===== src/rtl/sipo_framer.sv =====
// Serial-in framer: start bit, 4 data bits, optional even-parity bit, stop bit.
// Good words are presented on data_out with a one-cycle load strobe; all outputs registered.
//
// state  | meaning
// IDLE   | line idle, waiting for a start bit (sin=0)
// DATA   | shifting in the 4 data bits
// PARITY | checking the even-parity bit
// STOP   | sampling the stop bit, deciding load / error
module sipo_framer #(
  parameter int PARITY_EN = 1,
  parameter int LSB_FIRST = 1
) (
  input  logic       clk,
  input  logic       rst,
  input  logic       sin,
  input  logic       bit_en,
  output logic [3:0] data_out,
  output logic       load,
  output logic       busy,
  output logic       parity_err,
  output logic       frame_err,
  output logic [7:0] word_cnt
);

  typedef enum logic [1:0] {IDLE, DATA, PARITY, STOP} state_t;

  state_t     state, state_nxt;
  logic [3:0] shreg, shreg_nxt;
  logic [1:0] bit_cnt, bit_cnt_nxt;
  logic       par_bad, par_bad_nxt;
  logic       load_nxt, perr_nxt, ferr_nxt;
  logic [3:0] data_nxt;
  logic [7:0] cnt_nxt;

  always_ff @(posedge clk or posedge rst) begin
    if (rst) state <= IDLE;
    else     state <= state_nxt;
  end

  always_comb begin
    state_nxt = state;
    if (bit_en) begin
      case (state)
        IDLE:    if (!sin) state_nxt = DATA;
        DATA:    if (bit_cnt == 2'd3) state_nxt = (PARITY_EN != 0) ? PARITY : STOP;
        PARITY:  state_nxt = STOP;
        STOP:    state_nxt = IDLE;
        default: state_nxt = IDLE;
      endcase
    end
  end

  always_comb begin
    shreg_nxt   = shreg;
    bit_cnt_nxt = bit_cnt;
    par_bad_nxt = par_bad;
    load_nxt    = 1'b0;
    perr_nxt    = 1'b0;
    ferr_nxt    = 1'b0;
    data_nxt    = data_out;
    cnt_nxt     = word_cnt;
    if (bit_en) begin
      case (state)
        IDLE: begin
          if (!sin) begin
            bit_cnt_nxt = 2'd0;
            par_bad_nxt = 1'b0;
          end
        end
        DATA: begin
          shreg_nxt   = (LSB_FIRST != 0) ? {sin, shreg[3:1]} : {shreg[2:0], sin};
          bit_cnt_nxt = bit_cnt + 2'd1;
        end
        PARITY: par_bad_nxt = ^{shreg, sin};
        STOP: begin
          // a bad stop bit masks any parity mismatch
          if (!sin)         ferr_nxt = 1'b1;
          else if (par_bad) perr_nxt = 1'b1;
          else begin
            load_nxt = 1'b1;
            data_nxt = shreg;
            cnt_nxt  = word_cnt + 8'd1;
          end
        end
        default: ;
      endcase
    end
  end

  always_ff @(posedge clk or posedge rst) begin
    if (rst) begin
      shreg      <= 4'h0;
      bit_cnt    <= 2'd0;
      par_bad    <= 1'b0;
      data_out   <= 4'h0;
      load       <= 1'b0;
      busy       <= 1'b0;
      parity_err <= 1'b0;
      frame_err  <= 1'b0;
      word_cnt   <= 8'h00;
    end else begin
      shreg      <= shreg_nxt;
      bit_cnt    <= bit_cnt_nxt;
      par_bad    <= par_bad_nxt;
      data_out   <= data_nxt;
      load       <= load_nxt;
      busy       <= (state_nxt != IDLE);
      parity_err <= perr_nxt;
      frame_err  <= ferr_nxt;
      word_cnt   <= cnt_nxt;
    end
  end

endmodule

===== config.mk =====
export PLATFORM = sky130hd
export DESIGN_NAME = sipo_framer
export DESIGN_NICKNAME = d
export VERILOG_FILES = /design/src/rtl/sipo_framer.sv
export SDC_FILE = /design/constraint.sdc
export NUM_CORES = 1
export LEC_CHECK = 0
export CAP_MARGIN = 20
export CORE_MARGIN = 4
export CORE_UTILIZATION = 39
export CTS_CLUSTER_DIAMETER = 30
export CTS_CLUSTER_SIZE = 24
export DETAILED_ROUTE_END_ITERATION = 8
export GPL_ROUTABILITY_DRIVEN = 0
export SLEW_MARGIN = 20
export SYNTH_ARGS = -nofsm -noshare
export SYNTH_HDL_FRONTEND = slang
export SYNTH_SLANG_ARGS = --single-unit

===== constraint.sdc =====
create_clock -name clk -period 2.29 [get_ports clk]
set_input_delay 0.458 -clock clk [delete_from_list [all_inputs] [get_ports clk]]
set_output_delay 0.458 -clock clk [all_outputs]
set_load 0.01 [all_outputs]

==> results_dict.tcl <==
set metrics [dict create \
    wire_per_inst_um 12.7 \
    htree_levels 1 \
    initial_core_util_pct 42.5 \
    ys_ff_latch 25 \
    tightest_slew_ps 334 \
    grt_usage_pct 11.3 \
    setup_slack_ps 502 \
    vias_per_cell 4.87 \
    synth_seq_area_share_pct 57.3 \
    cellPowerDensity_mw_per_mm2 990 \
    synth_warnings 0 \
    max_freq_ghz 0.559 \
    cts_setup_buffers 0 \
    r2r_slack_ps 840 \
    die_x_um 60.9 \
    cts_tree "built" \
    ir_drop_v 0.000552 \
    synth_area_leader_cell "dfrtp_1" \
    drt_iter0_drc 7 \
    hold_buffers 0 \
    finalHoldViolCount 0 \
    core_mm2 0.00257 \
    worstHoldPathType "input pin to async pin" \
    io_buffers 19 \
    drive_gt1_share_pct 14.3 \
    synth_edf_count 0 \
    setup_viol 0 \
    fin_skew_ps 5.47 \
    leakagePower_nw 0.637 \
    fillerInstances 241 \
    core.rowCount 18 \
    grt_max_degree 26 \
    async_flop_share_pct 100 \
    maxSlewHeadroom_pct 77.7 \
    min_period_ps 1790 \
    grt_antenna_before_repair 0 \
    dieArea_mm2 0.00371 \
    clk_latency_ps 310 \
    grt_pass1_wl_mm 3.08 \
    synth.top_cell.area_share_pct 57.3 \
    layout_common_cells "dfrtp_1 (25), clkdlybuf4s50_1 (19), mux2_2 (9)" \
    startpoint_type "flop" \
    syn_inst 89 \
    path_delay_family "buffers and inverters" \
    routed_wl_mm 1.81 \
    final_common_cell "dfrtp_1" \
    area.growth.synth_to_final_pct 23.6 \
    n_antenna_cell 0 \
    worstPathCellList "clkdlybuf4s50_1" \
    synth_area_leaders "dfrtp_1 (57%), mux2_2 (9.3%), xor2_1 (4.8%)" \
    cp_max_fo 5 \
    hpwl_mm 1.35 \
    synth_cell_types 29 \
    end_kind "primary output" \
    fin_crit_sh_pct 78.1 \
    ant_nets 0 \
    synth_nets 95 \
    synth-main-ff-cell "dfrtp_1" \
    worstPathArrival_ps 1330 \
    critPathBufInv 1 \
    dr.pass1.iters 3 \
    critPathMaxStageDelay_ps 570 \
    path_clk_slew_ps 130 \
    crit_type "flop to primary output" \
    cts_root_buf "clkbuf_4" \
    cts_buffers 3 \
    placedCellCount 138 \
    clock_path_buffers 2 \
    place_ws_ps 245 \
    grt_overflow_total 0 \
    cts_resized 0 \
    avgSynthCellArea_um2 12.3 \
    slowest_stage "clkdlybuf4s50_1" \
    drc 0 \
    drv_slew 0 \
    rsz0062_at_grt "no" \
    synthesis.area_mm2 0.00109 \
    cap_violations 0 \
    status "finished clean" \
    vias 691 \
    final_cells 142 \
    worstPathRequired_ps 1830 \
    grt_pass1_vias 693 \
    io_pins 20 \
    die_h_um 60.9 \
    fin_setup_tns_ps 0 \
    cts.sink_count 25 \
    nNetsFinal 119 \
]
Yosys cell counts, types with 2 or more instances:
cell type	count
dfrtp_1	25
mux2_2	9
inv_1	6
o21ai_0	6
xor2_1	6
nor3_1	5
nand2_1	3
nand2b_1	3
ha_1	2
nand3b_1	2
nor2_1	2
nor2b_1	2
xnor2_1	2
worst reg2reg max path: stages, from the launching register on:
cell     delay (ps)
dfrtp_1         410
xnor3_1         420
and3b_1         170
or3_1           360
per-layer routing:
| metal | wire length (µm) | up-vias | track usage (%) | share of wire, % |
|---|---|---|---|---|
| li1 | - | 350 | - | - |
| met1 | 847 | 328 | 14.3 | 47 |
| met2 | 870 | 11 | 18.6 | 48 |
| met3 | 78 | 2 | 1.91 | 4.3 |
| met4 | 13 | 0 | 5.57 | 0.72 |
| met5 | 0 | - | 0 | 0 |
kinds of logic after synthesis:
kind of cell             count (synthesis)  share of synthesized area, %
AND/OR/NAND/NOR                         27                          14.9
flip-flops                              25                          57.3
AO/OA/AOI/OAI                            9                          4.59
XOR/XNOR                                 9                          8.49
multiplexers                             9                          9.29
buffers and inverters                    8                          3.10
adder cells (fa/ha/maj)                  2                          2.29
worst paths after layout:
check / start / to / cells after the start
setup / recovery: word_cnt[3]$_DFFE_PP0P_ / word_cnt[3] / 1
hold / removal: rst / par_bad$_DFFE_PP0P_ / 3
setup reg to reg: shreg[3]$_DFFE_PP0P_ / par_bad$_DFFE_PP0P_ / 3
hold reg to reg: word_cnt[7]$_DFFE_PP0P_ / word_cnt[7]$_DFFE_PP0P_ / 1
max in group asynchronous: rst / data_out[0]$_DFFE_PP0P_ / 3
min in group clk: word_cnt[7]$_DFFE_PP0P_ / word_cnt[7]$_DFFE_PP0P_ / 1
through the flow:
stage               util (%)  area [µm²]  power (W)  hold WS [ps]
floorplan                  -        1090   0.000983           461
global placement        51.5        1320    0.00115           459
detailed placement      51.5        1320    0.00116           460
CTS                     52.5        1350    0.00136           482
global route            52.5        1350    0.00144           500
finish                  52.5        1350    0.00133           477
sequential cells by signal (all words and copies together) (netlist names), 2 cells and up:
register and flops:
bit_cnt 2, data_out 4, shreg 4, state 2, word_cnt 8
power breakdown:
group | leakage (nW) | switching [W] | internal, W
clock network | 0.0150 | 0.000121 | 0.0000679
registers | 0.316 | 0.000116 | 0.000570
logic | 0.306 | 0.000180 | 0.000279
final cells by class:
cell class | count | area (µm²) | area share (%)
Sequential cell | 25 | 626 | 46.4
Inverter | 6 | 22.5 | 1.67
Clock buffer | 4 | 26.3 | 1.95
Timing Repair Buffer | 21 | 205 | 15.2
Tap cell | 30 | 37.5 | 2.78
Multi-Input combinational cell | 56 | 432 | 32.0
No activity file was read; power rests on OpenSTA's default activity.
